<file path="src/rtl/check_collision.sv">
// check_collision: probes the board RAM at the four cells of a candidate
// tetromino placement. It stops at the first cell that is off the board or
// already occupied and reports which cell that was.
module check_collision #(
   parameter int unsigned BOARD_W  = 10,
   parameter int unsigned BOARD_H  = 20,
   parameter int unsigned READ_LAT = 1
) (
   input  logic       clk,
   input  logic       resetn,
   input  logic       start,
   input  logic [4:0] x_anc,
   input  logic [5:0] y_anc,
   input  logic [2:0] block,
   input  logic [1:0] rotation,
   output logic [7:0] ram_addr,
   output logic       rden,
   input  logic [5:0] ram_q,
   output logic       busy,
   output logic       done,
   output logic       collide,
   output logic [1:0] hit_cell,
   output logic       hit_oob
);

   localparam logic [5:0] LP_W6   = 6'(BOARD_W);
   localparam logic [7:0] LP_W8   = 8'(BOARD_W);
   localparam logic [6:0] LP_H7   = 7'(BOARD_H);
   localparam logic [1:0] LP_LAST = 2'(READ_LAT - 1);

   typedef enum logic [1:0] {S_IDLE, S_ADDR, S_WAIT, S_DONE} state_t;

   // Pack cell offsets as {y3,y2,y1,y0, x3,x2,x1,x0}; this table is shared
   // with the piece-commit writer.
   function automatic logic [15:0] f_pk(input logic [1:0] x0, input logic [1:0] y0,
                                        input logic [1:0] x1, input logic [1:0] y1,
                                        input logic [1:0] x2, input logic [1:0] y2,
                                        input logic [1:0] x3, input logic [1:0] y3);
      return {y3, y2, y1, y0, x3, x2, x1, x0};
   endfunction

   // Offset table indexed by {block, rotation}.
   function automatic logic [15:0] f_lut(input logic [2:0] blk, input logic [1:0] rot);
      logic [15:0] v;
      v = f_pk(2'd0, 2'd0, 2'd1, 2'd0, 2'd0, 2'd1, 2'd1, 2'd1);            // O shape
      case ({blk, rot})
         5'd0, 5'd2:   v = f_pk(2'd0, 2'd0, 2'd1, 2'd0, 2'd2, 2'd0, 2'd3, 2'd0);
         5'd1, 5'd3:   v = f_pk(2'd0, 2'd0, 2'd0, 2'd1, 2'd0, 2'd2, 2'd0, 2'd3);
         5'd8:         v = f_pk(2'd0, 2'd0, 2'd1, 2'd0, 2'd2, 2'd0, 2'd1, 2'd1);
         5'd9:         v = f_pk(2'd1, 2'd0, 2'd0, 2'd1, 2'd1, 2'd1, 2'd1, 2'd2);
         5'd10:        v = f_pk(2'd0, 2'd1, 2'd1, 2'd1, 2'd2, 2'd1, 2'd1, 2'd0);
         5'd11:        v = f_pk(2'd0, 2'd0, 2'd0, 2'd1, 2'd1, 2'd1, 2'd0, 2'd2);
         5'd12, 5'd14: v = f_pk(2'd1, 2'd0, 2'd2, 2'd0, 2'd0, 2'd1, 2'd1, 2'd1);
         5'd13, 5'd15: v = f_pk(2'd0, 2'd0, 2'd0, 2'd1, 2'd1, 2'd1, 2'd1, 2'd2);
         5'd16, 5'd18: v = f_pk(2'd0, 2'd0, 2'd1, 2'd0, 2'd1, 2'd1, 2'd2, 2'd1);
         5'd17, 5'd19: v = f_pk(2'd1, 2'd0, 2'd0, 2'd1, 2'd1, 2'd1, 2'd0, 2'd2);
         5'd20:        v = f_pk(2'd0, 2'd0, 2'd0, 2'd1, 2'd1, 2'd1, 2'd2, 2'd1);
         5'd21:        v = f_pk(2'd0, 2'd0, 2'd1, 2'd0, 2'd0, 2'd1, 2'd0, 2'd2);
         5'd22:        v = f_pk(2'd0, 2'd0, 2'd1, 2'd0, 2'd2, 2'd0, 2'd2, 2'd1);
         5'd23:        v = f_pk(2'd1, 2'd0, 2'd1, 2'd1, 2'd0, 2'd2, 2'd1, 2'd2);
         5'd24:        v = f_pk(2'd2, 2'd0, 2'd0, 2'd1, 2'd1, 2'd1, 2'd2, 2'd1);
         5'd25:        v = f_pk(2'd0, 2'd0, 2'd0, 2'd1, 2'd0, 2'd2, 2'd1, 2'd2);
         5'd26:        v = f_pk(2'd0, 2'd0, 2'd1, 2'd0, 2'd2, 2'd0, 2'd0, 2'd1);
         5'd27:        v = f_pk(2'd0, 2'd0, 2'd1, 2'd0, 2'd1, 2'd1, 2'd1, 2'd2);
         default:      ;
      endcase
      return v;
   endfunction

   state_t     r_state;
   logic [4:0] r_x;
   logic [5:0] r_y;
   logic [2:0] r_block;
   logic [1:0] r_rot;
   logic [1:0] r_k;
   logic [1:0] r_wcnt;
   logic       r_oob;
   logic [7:0] r_ram_addr;
   logic       r_rden;
   logic       r_busy;
   logic       r_done;
   logic       r_collide;
   logic [1:0] r_hit_cell;
   logic       r_hit_oob;

   logic [4:0]  w_x;
   logic [5:0]  w_y;
   logic [2:0]  w_blk;
   logic [1:0]  w_rot;
   logic [1:0]  w_k;
   logic [15:0] w_lut;
   logic [7:0]  w_xoffs;
   logic [7:0]  w_yoffs;
   logic [1:0]  w_dx;
   logic [1:0]  w_dy;
   logic [5:0]  w_cx;
   logic [6:0]  w_cy;
   logic        w_inb;
   logic [7:0]  w_addr;

   // Next cell to probe: cell 0 of the incoming placement while idle,
   // otherwise cell k+1 of the latched placement.
   always_comb begin
      w_x     = (r_state == S_IDLE) ? x_anc    : r_x;
      w_y     = (r_state == S_IDLE) ? y_anc    : r_y;
      w_blk   = (r_state == S_IDLE) ? block    : r_block;
      w_rot   = (r_state == S_IDLE) ? rotation : r_rot;
      w_k     = (r_state == S_IDLE) ? 2'd0     : r_k + 2'd1;
      w_lut   = f_lut(w_blk, w_rot);
      w_xoffs = w_lut[7:0];
      w_yoffs = w_lut[15:8];
      w_dx    = w_xoffs[{w_k, 1'b0} +: 2];
      w_dy    = w_yoffs[{w_k, 1'b0} +: 2];
      w_cx    = {1'b0, w_x} + 6'(w_dx);
      w_cy    = {1'b0, w_y} + 7'(w_dy);
      w_inb   = (w_cx < LP_W6) && (w_cy < LP_H7);
      w_addr  = 8'(w_cy) * LP_W8 + 8'(w_cx);
   end

   // Check sequencer; the read address and strobe are loaded on the edge
   // that enters ADDR so they are valid for the whole ADDR cycle.
   always_ff @(posedge clk or negedge resetn) begin
      if (!resetn) begin
         r_state    <= S_IDLE;
         r_x        <= 5'd0;
         r_y        <= 6'd0;
         r_block    <= 3'd0;
         r_rot      <= 2'd0;
         r_k        <= 2'd0;
         r_wcnt     <= 2'd0;
         r_oob      <= 1'b0;
         r_ram_addr <= 8'd0;
         r_rden     <= 1'b0;
         r_busy     <= 1'b0;
         r_done     <= 1'b0;
         r_collide  <= 1'b0;
         r_hit_cell <= 2'd0;
         r_hit_oob  <= 1'b0;
      end else begin
         r_rden <= 1'b0;
         r_done <= 1'b0;
         case (r_state)
            S_IDLE: begin
               if (start) begin
                  r_x        <= x_anc;
                  r_y        <= y_anc;
                  r_block    <= block;
                  r_rot      <= rotation;
                  r_k        <= 2'd0;
                  r_collide  <= 1'b0;
                  r_hit_cell <= 2'd0;
                  r_hit_oob  <= 1'b0;
                  r_busy     <= 1'b1;
                  r_ram_addr <= w_inb ? w_addr : 8'd0;
                  r_rden     <= w_inb;
                  r_oob      <= ~w_inb;
                  r_state    <= S_ADDR;
               end
            end
            S_ADDR: begin
               r_wcnt <= 2'd0;
               if (r_oob) begin
                  r_collide  <= 1'b1;
                  r_hit_oob  <= 1'b1;
                  r_hit_cell <= r_k;
                  r_busy     <= 1'b0;
                  r_done     <= 1'b1;
                  r_state    <= S_DONE;
               end else begin
                  r_state <= S_WAIT;
               end
            end
            S_WAIT: begin
               if (r_wcnt != LP_LAST) begin
                  r_wcnt <= r_wcnt + 2'd1;
               end else if (ram_q != 6'd0) begin
                  r_collide  <= 1'b1;
                  r_hit_oob  <= 1'b0;
                  r_hit_cell <= r_k;
                  r_busy     <= 1'b0;
                  r_done     <= 1'b1;
                  r_state    <= S_DONE;
               end else if (r_k == 2'd3) begin
                  r_busy  <= 1'b0;
                  r_done  <= 1'b1;
                  r_state <= S_DONE;
               end else begin
                  r_k        <= w_k;
                  r_ram_addr <= w_inb ? w_addr : 8'd0;
                  r_rden     <= w_inb;
                  r_oob      <= ~w_inb;
                  r_state    <= S_ADDR;
               end
            end
            S_DONE: begin
               r_state <= S_IDLE;
            end
            default: r_state <= S_IDLE;
         endcase
      end
   end

   assign ram_addr = r_ram_addr;
   assign rden     = r_rden;
   assign busy     = r_busy;
   assign done     = r_done;
   assign collide  = r_collide;
   assign hit_cell = r_hit_cell;
   assign hit_oob  = r_hit_oob;

endmodule

</file>
<file path="config.mk">
export PLATFORM = sky130hd
export DESIGN_NAME = check_collision
export DESIGN_NICKNAME = d
export VERILOG_FILES = /design/src/rtl/check_collision.sv
export SDC_FILE = /design/constraint.sdc
export NUM_CORES = 1
export LEC_CHECK = 0
export BUFFER_PORTS_ARGS = -buffer_cell sky130_fd_sc_hd__buf_2
export CAP_MARGIN = 20
export CORE_MARGIN = 2
export CORE_UTILIZATION = 50
export CTS_CLUSTER_SIZE = 40
export DETAILED_ROUTE_END_ITERATION = 10
export PLACE_DENSITY = 0.73
export SYNTH_ARGS = -nofsm -noshare
export SYNTH_HDL_FRONTEND = slang
export SYNTH_SLANG_ARGS = --single-unit
</file>
<file path="constraint.sdc">
create_clock -name clk -period 5.5 [get_ports clk]
set_clock_uncertainty 0.1 [all_clocks]
set_input_delay 0.275 -clock clk [delete_from_list [all_inputs] [get_ports clk]]
set_output_delay 0.275 -clock clk [all_outputs]
set_load 0.03 [all_outputs]
</file>
### Yosys cells after proc, flatten, opt, wreduce, memory -nomap -nowiden

Index checks and enable logic that the tools add are counted.

| word-level totals | value |
|---|---|
| word-level logic and storage cells | 139 |
| bits in registers | 38 |
| bits of input ports | 25 |
| output and inout bits | 15 |

| cells by class | value |
|---|---|
| magnitude comparators | 2 |
| equality and inequality tests | 35 |
| shifts and indexed selects | 2 |
| multiply operators | 1 |
| bitwise operators | 1 |
| mux-type cells | 58 |
| add/subtract/negate cells | 5 |
| reductions and logical operators | 20 |

Operator list:

| kind | count |
|---|---|
| 16-bit case mux with 18 select lines | 1 |
| 5-bit == test (second input constant) | 12 |
| 5-bit by 4-bit == test with 1-bit output (second input constant) | 8 |
| 8-bit two-way mux | 5 |
| 2-bit two-way mux | 14 |
| 1-bit two-way mux | 24 |
| 8-bit case mux with 2 select lines | 1 |
| 8-bit by 4-bit indexed part select with 2-bit output | 2 |
| 5-bit AND reduction | 3 |
| 2-bit inequality test (second input constant) | 7 |
| 2-bit OR reduction | 6 |
| 5-bit by 2-bit == test with 1-bit output (second input constant) | 2 |
| 1-bit case mux with 3 select lines | 3 |
| 8-bit by 6-bit adder with 8-bit output | 1 |
| 2-bit case mux with 2 select lines | 2 |
| 2-bit case mux with 4 select lines | 1 |
| 6-bit by 2-bit adder with 7-bit output | 1 |
| 7-bit by 5-bit < comparator with 1-bit output (second input constant) | 1 |
| 7-bit by 3-bit multiplier with 7-bit output (second input constant) | 1 |
| 5-bit by 2-bit adder with 6-bit output | 1 |
| 2-bit == test (second input constant) | 3 |
| 6-bit by 4-bit < comparator with 1-bit output (second input constant) | 1 |
| 6-bit two-way mux | 1 |
| 1-bit case mux with 2 select lines | 3 |
| 15 further kinds | 20 |

### Longest topological paths before layout

Gate-level depths: netlist of run 1.

| depth | value |
|---|---|
| depth in word-level cells | 14 |
| gate-level depth with buffers | 24 |
| mapped depth without buffers | 20 |

### Worst setup path after synthesis of run 1

Ideal clock, no wire load.

| timing path | value |
|---|---|
| path type | flip-flop to flip-flop |
| from | register r_state[0] |
| to | register r_ram_addr[7], in the netlist ram_addr[7] |
| library setup time | 95 ps |
| period minus slack after synthesis | 4880 ps |
| slack | 620 ps |
| cell stages (with the launch flop) | 24 |
| arrival | 4685 ps |
| cell sequence | dfrtp_1 -> inv_1 -> ha_1 -> buf_6 -> buf_8 -> buf_6 -> mux2i_1 -> buf_2 -> nand3_1 -> a21oi_1 -> o21ai_0 -> nand3_1 -> a31oi_1 -> ha_1 -> fa_1 -> o21ai_0 -> xor2_1 -> ha_1 -> fa_1 -> ha_1 -> nand2b_1 -> a21oi_1 -> xnor2_1 -> o31ai_1 |

| between the ends | value |
|---|---|
| longest elaborated chain between the ends | 14 |

RTL lines:

| what | RTL line | source |
|---|---|---|
| start: declaration | 70 | `state_t r_state;` |
| start signal: assignment | 124 | `r_state <= S_IDLE;` |
| start signal: assignment | 157 | `r_state <= S_ADDR;` |
| start signal: assignment | 168 | `r_state <= S_DONE;` |
| 2-bit logical NOT | -- |  |
| 2-bit two-way mux or 3-bit two-way mux (tied branches) | 107, 106 |  |
| 5-bit == test, or another cell as far along | 46 | `case ({blk, rot})` |
| 2-bit OR reduction | 46 |  |
| 16-bit case mux with 18 select lines | 46 |  |
| 8-bit by 4-bit indexed part select with 2-bit output, on equally long branches | 113, 112 |  |
| 6-bit by 2-bit adder with 7-bit output or 5-bit by 2-bit adder with 6-bit output (tied branches) | 115, 114 |  |
| 7-bit by 3-bit multiplier with 7-bit output, or another cell as far along | 117 | `w_addr = 8'(w_cy) * LP_W8 + 8'(w_cx);` |
| 8-bit by 6-bit adder with 8-bit output or 1-bit logical AND (tied branches) | 117, 116 |  |
| 8-bit two-way mux | 154, 189 |  |
| 8-bit two-way mux | 183 | `end else if (r_k == 2'd3) begin` |
| 8-bit two-way mux | 176 | `end else if (ram_q != 6'd0) begin` |
| 8-bit two-way mux | 174 | `if (r_wcnt != LP_LAST) begin` |
| 8-bit case mux with 2 select lines | 142 | `case (r_state)` |
| end signal: assignment | 154 | `r_ram_addr <= w_inb ? w_addr : 8'd0;` |
| end signal: assignment | 189 | `r_ram_addr <= w_inb ? w_addr : 8'd0;` |
| end: declaration | 78 | `logic [7:0] r_ram_addr;` |

Several ways; a longest one is shown, not always the timed one. The select of a mux whose other input is x is not followed.
A chain may end at the register's enable or synchronous reset.

### Worst setup path after layout of run 1

Ends and elaborated chain as after synthesis.

==> results of run 1 <==
## layout make-up
type	count	area, um^2
inverters	14	52.55
fillers	529	2432
clock inverters	3	68.82
flip-flops and latches	38	950.9
well taps	75	93.84
multi-input cells	256	1963
clock buffers	5	68.82
repair buffers	47	255.2
## metal layers
metal | global-route usage (%) | share of wire, % | vias up
li1 | - | - | 1267
met1 | 29.72 | 48 | 1213
met2 | 33.58 | 46 | 80
met3 | 3.846 | 5.0 | 12
met4 | 5.667 | 1.6 | 0
met5 | 0 | 0 | -
## critical path, stage by stage, from the launching register on
cell and delay (ns):
dfrtp_1 0.43, inv_1 0.19, ha_4 0.26, buf_4 0.16
buf_4 0.28, nor2_1 0.18, a32o_1 0.25, a221oi_1 0.25
a31oi_1 0.09, ha_1 0.24, fa_1 0.44, o21ai_0 0.17
xor2_1 0.31, ha_1 0.32, fa_1 0.49, ha_1 0.34
nand2b_1 0.07, a21oi_1 0.17, xnor2_1 0.10, o31ai_1 0.18
## cells in the mapped netlist, types with 8 or more instances
master,number
dfrtp_1,38
mux2_2,28
a21oi_1,24
nand2_1,24
o21ai_0,23
ha_1,22
nand3_1,16
mux2i_1,15
inv_1,14
nor2_1,14
xnor2_1,13
clkbuf_1,8
o31ai_1,8
## state kept, by name, summed over array words and instances (netlist names), 2 cells and up
signal,cells
r_k,2
r_state,2
r_y,6
ram_addr,8
r_x,5
hit_cell,2
r_block,3
r_rot,2
r_wcnt,2
## final timing paths
| check | slack (ns) | from | cells after the start | end |
|---|---|---|---|---|
| setup / recovery | 0.42 | r_state[0]$_DFFE_PN0P_ | 19 | ram_addr[7]$_DFFE_PN0P_ |
| hold / removal | -0.01 | resetn | 1 | hit_cell[1]$_DFFE_PN0P_ |
| setup reg to reg | 0.42 | r_state[0]$_DFFE_PN0P_ | 19 | ram_addr[7]$_DFFE_PN0P_ |
| hold reg to reg | 0.38 | ram_addr[6]$_DFFE_PN0P_ | 2 | ram_addr[6]$_DFFE_PN0P_ |
| max in group asynchronous | 4.76 | resetn | 1 | r_y[2]$_DFFE_PN0P_ |
| min in group clk | 0.12 | x_anc[2] | 2 | r_x[2]$_DFFE_PN0P_ |
## kinds of logic (layout without fill, tap and decap cells)
kind of cell | after synthesis | in the layout | share of synthesized area [%]
AOI/OAI and AO/OA | 88 | 88 | 18.36
and+or+nand+nor | 82 | 82 | 13.82
muxes | 43 | 43 | 15.35
DFF | 38 | 38 | 31.35
buffers and inverters | 28 | 69 | 4.455
adders and majority gates | 27 | 27 | 12.05
xor gates and xnor gates | 16 | 16 | 4.621
## metrics by stage
step | std cells | hold WS (ns) | utilization [%] | area (um^2) | worst slack [ns]
floorplan | 322 | -0.1206 | - | 3033 | 0.6196
global route | 438 | 0.05504 | 58.67 | 3453 | 0.04728
global placement | 430 | 0.3281 | 56.06 | 3299 | 0.3984
detailed placement | 430 | 0.3402 | 56.06 | 3299 | 0.2576
CTS | 438 | 0.01461 | 58.40 | 3437 | 0.2146
finish | 438 | -0.01164 | 58.67 | 3453 | 0.4198
==> reports/summary.txt, run 1 <==
worst hold slack: -0.01164 ns
Slew HR: 42.28%
CTS max path bufs: 2
ys flop type: dfrtp_1
Starting DRT DRC Count: 69
Via density: 5.872
average wire per standard cell: 15.63 um
core area: 5886 um^2
Post-synth EDFFs: 0
Clock Latency Late Sink: 0.30 ns
effective utilization at floorplan: 51.53%
Ports: 40
post-CTS sizing: 0
kind of critical path: reg2reg
vias in the first global route: 2289
status: finished with violations
failing checks: hold timing
Pre-Repair DR Iteration Count: 5
DRC violations left: 0
row cnt: 28
Clock transition at path regs: 0.08 ns
Post-CTS Setup Inserts: 0
layout cell share with drive strength beyond 1: 25.62%
Sink Count: 38
syn_nets: 373
ratio of final minimum period to clock period: 92.37%
H-Tree Level Count: 2
register bit total from synthesis: 38
most frequent cells in the layout: buf_2 (39), dfrtp_1 (38), mux2_2 (28)
Setup Total Neg Slack: 0 ns
largest net degree at the start of global routing: 39
Total Routing Usage GR: 21.18%
synthesized cell area: 3033 um^2
synth top area cells: dfrtp_1 (31%), mux2_2 (10%), ha_1 (9.1%)
first-pass GRT wire length: 10900 um
Worst Setup Start Kind: flip-flop
Clk Tree Root Cell: clkbuf_8
share of the synthesized area in the top cell type: 31.35%
max_cap viols: 0
drt total wl: 6848 um
die height: 81.89 um
Worst Hold Class: in2async
Final Max Tran Viols: 0
Final Hold Viols: 31
post-synthesis cell type count: 51
Post-Syn Area per Cell: 9.419 um^2
total global routing overflow: 0
Port-buffer cells: 39
Seq/Total Area, Yosys: 31.35%
final setup fails: 0
die width: 81.89 um
Slew @ Worst Pin: 0.8658 ns
cts hold-fix bufs: 0
Final nets: 413
Area Overhead vs Synth: 13.86%
Ys Warns: 0
CTS buffer count: 5
most common cell after layout, fill and taps aside: buf_2
area leader, netlist: dfrtp_1
fmax: 0.1968 GHz
Post-Synthesis Cells: 322
TritonCTS clock tree: built
hpwl dp: 5185 um
die area: 6705 um^2
Vias: 2572
ant diodes: 0
Worst EP arrival: 5.19 ns
CP Data Required Time: 5.61 ns
DRT antenna net count: 0
Max Fanout on Critical Path: 25
Post-synth ARST share: 100.0%
fin crit period: 5.080 ns
routability cong.: 0.9339
CP endpoint kind: flip-flop
RSZ-0062 raised after global routing: no
initial antenna violation count: 0
Power of run 1 is not shown: default switching activity piles up to over one toggle a cycle in this logic, so the estimate is an artifact.
==> inputs of run 2 (changes only) <==
--- a/config.mk
+++ b/config.mk
@@ -8,10 +8,10 @@
 export BUFFER_PORTS_ARGS = -buffer_cell sky130_fd_sc_hd__buf_2
 export CAP_MARGIN = 20
 export CORE_MARGIN = 2
-export CORE_UTILIZATION = 50
+export CORE_UTILIZATION = 25
 export CTS_CLUSTER_SIZE = 40
 export DETAILED_ROUTE_END_ITERATION = 10
-export PLACE_DENSITY = 0.73
+export PLACE_DENSITY = 0.43
 export SYNTH_ARGS = -nofsm -noshare
 export SYNTH_HDL_FRONTEND = slang
 export SYNTH_SLANG_ARGS = --single-unit
==> run 2 against run 1 <==
  * The run now ends clean
  * Wire length is 11% higher
  * Via count is 2.1% lower
  * Final area is 4.2% higher
  * Sequential share of layout area is 1.1 points lower
  * Setup slack better by 0.085 ns
  * Maximum frequency is 1.7% higher
  * Flip-flop and latch count stayed put
  * Non-clock buffer count is 2 higher
  * Cell count is 17% higher
  * Hold slack better by 0.044 ns
  * Critical endpoint unchanged
  * Die area is 94% higher
  * Global-route usage is 8.8 points lower
==> reports/summary.txt, run 2 (same netlist as run 1, synthesis figures left out) <==
Worst EP arrival: 5.08 ns (-0.11 ns)
fin area: 3598 um^2 (+4.2%)
vias in the first global route: 2544 (+11%)
die width: 114.1 um (+39%)
Worst Hold Class: in2async
Ports: 40 (unchanged)
fin crit period: 4.995 ns (-0.08504 ns)
drt total wl: 7577 um (+11%)
reg2reg end: ram_addr[7]$_DFFE_PN0P_
reg-to-reg slack, setup: 0.50 ns (+0.09 ns)
RR Startpoint: r_state[0]$_DFFE_PN0P_
die area: 13030 um^2 (+94%)
Setup Total Neg Slack: 0 ns (unchanged)
CP endpoint kind: flip-flop
Area Overhead vs Synth: 18.65%
number of flip-flops under the largest register name: 8 (unchanged)
CTS buffer count: 5 (unchanged)
Max Fanout on Critical Path: 9 (-64%)
CP Data Required Time: 5.59 ns (-0.02 ns)
initial antenna violation count: 0 (unchanged)
row cnt: 40 (+43%)
DRC violations left: 0 (unchanged)
core area: 11910 um^2 (+100%)
Via density: 4.920 (-16%)
largest net degree at the start of global routing: 39 (unchanged)
TritonCTS clock tree: built
Vias: 2519 (-2.1%)
ant diodes: 0 (unchanged)
Post-CTS Setup Inserts: 0 (unchanged)
Sink Count: 38 (unchanged)
Total Routing Usage GR: 12.42% (-8.8 points)
Slew HR: 38.63% (-3.6 points)
Top cell by count, worst path: ha_1
layout cell share with drive strength beyond 1: 26.03% (+0.41 points)
total global routing overflow: 0 (unchanged)
DP Cell Count: 504 (+17%)
Clk Tree Root Cell: clkbuf_16
final setup fails: 0 (unchanged)
post-CTS sizing: 0 (unchanged)
average wire per standard cell: 14.80 um (-5.3%)
Final Max Tran Viols: 0 (unchanged)
Final nets: 415 (+0.48%)
Final Non-Filler Cells: 512 (+17%)
max incr delay on CP: 0.48 ns (about the same)
die height: 114.1 um (+39%)
Slowest cell on crit path: fa_1
most frequent cells in the layout: buf_2 (39), dfrtp_1 (38), mux2_2 (27)
placed cell areas: 3405 um^2 (+3.2%)
kind of critical path: reg2reg
effective utilization at floorplan: 25.46% (-26 points)
final core occ: 30.21% (-28 points)
first-pass GRT wire length: 13020 um (+20%)
hpwl dp: 5878 um (+13%)
most common cell after layout, fill and taps aside: buf_2
Clock Latency Late Sink: 0.28 ns (-0.02 ns)
Pre-Repair DR Iteration Count: 4 (-1)
H-Tree Level Count: 2 (unchanged)
ratio of final minimum period to clock period: 90.82% (-1.5 points)
Port-buffer cells: 39 (unchanged)
CTS max path bufs: 2 (unchanged)
status: complete, no violations
cts hold-fix bufs: 0 (unchanged)
R2R cell count: 19 (unchanged)
worst path cell trace: inv_1, ha_4, mux2_2, nor2_1, a31oi_1, o32a_1, nand3_1, a31oi_1, ha_1, fa_1, o21ai_0, xor2_1, ha_1, fa_1, ha_1, nand2b_1, a21oi_1, xnor2_1, o31ai_1
Final Hold Viols: 0 (-100%)
routability cong.: 0.8542 (-8.5%)
DRT antenna net count: 0 (unchanged)
max_cap viols: 0 (unchanged)
Starting DRT DRC Count: 201 (+190%)
Slew @ Worst Pin: 0.9205 ns (+0.05472 ns)
fmax: 0.2002 GHz (+1.7%)
Clock transition at path regs: 0.06 ns (-0.02 ns)
RSZ-0062 raised after global routing: no
Worst Setup Start Kind: flip-flop
## run 2: cell types whose count changed in the layout (fill, tap and decap cells not counted), sizes merged
cell,delta
buf,+2
bufinv,-1
clkinv,+1
## run 2: worst max-delay path, delay by kind of cell, from the launching register on
kind | cells | cell delay, ns
AO/OA/AOI/OAI | 6 | 0.98
XOR/XNOR | 2 | 0.36
adder cells (fa/ha/maj) | 6 | 2.06
buffers and inverters | 1 | 0.17
flip-flops | 1 | 0.42
multiplexers | 1 | 0.44
AND/OR/NAND/NOR | 3 | 0.35
## run 2: area by class of cell
cell class / instances / area, um^2
fill: 1260 / 8313
multi-input combinational: 256 / 1976
sequential: 38 / 950.9
timing repair buffer: 49 / 270.3
tap: 147 / 183.9
clock buffer: 5 / 125.1
inverter: 14 / 52.55
clock inverter: 3 / 40.04
## run 2: worst max path at each step
stage / to / slack, ns / start / depth (start not counted)
2_1_floorplan: ram_addr[7]$_DFFE_PN0P_ / 0.62 / r_state[0]$_DFFE_PN0P_ / 23
3_3_place_gp: ram_addr[7]$_DFFE_PN0P_ / 0.36 / r_state[0]$_DFFE_PN0P_ / 20
3_5_place_dp: ram_addr[7]$_DFFE_PN0P_ / 0.27 / r_state[0]$_DFFE_PN0P_ / 20
4_1_cts: ram_addr[7]$_DFFE_PN0P_ / 0.21 / r_state[0]$_DFFE_PN0P_ / 20
5_1_grt: ram_addr[7]$_DFFE_PN0P_ / 0.07 / r_state[0]$_DFFE_PN0P_ / 19
6_report: ram_addr[7]$_DFFE_PN0P_ / 0.50 / r_state[0]$_DFFE_PN0P_ / 19
## run 2: stage by stage
step	hold WS (ns)	setup slack, ns
after floorplan	-0.1206	0.6196
after global placement	0.3580	0.3618
after detailed placement	0.3653	0.2712
after CTS	0.06680	0.2091
after global routing	0.1081	0.06555
final	0.03272	0.5049
## run 2: layer usage
metal  vias to the layer above  global-route usage [%]  routed length (um)
met4                         0                   2.683                  64
met3                         4                   2.594                 387
met1                      1198                   17.92                3858
li1                       1262                       -                   -
met2                        55                   19.13                3267
met5                         -                       0                   0
Power of run 2 is left out for the same reason.
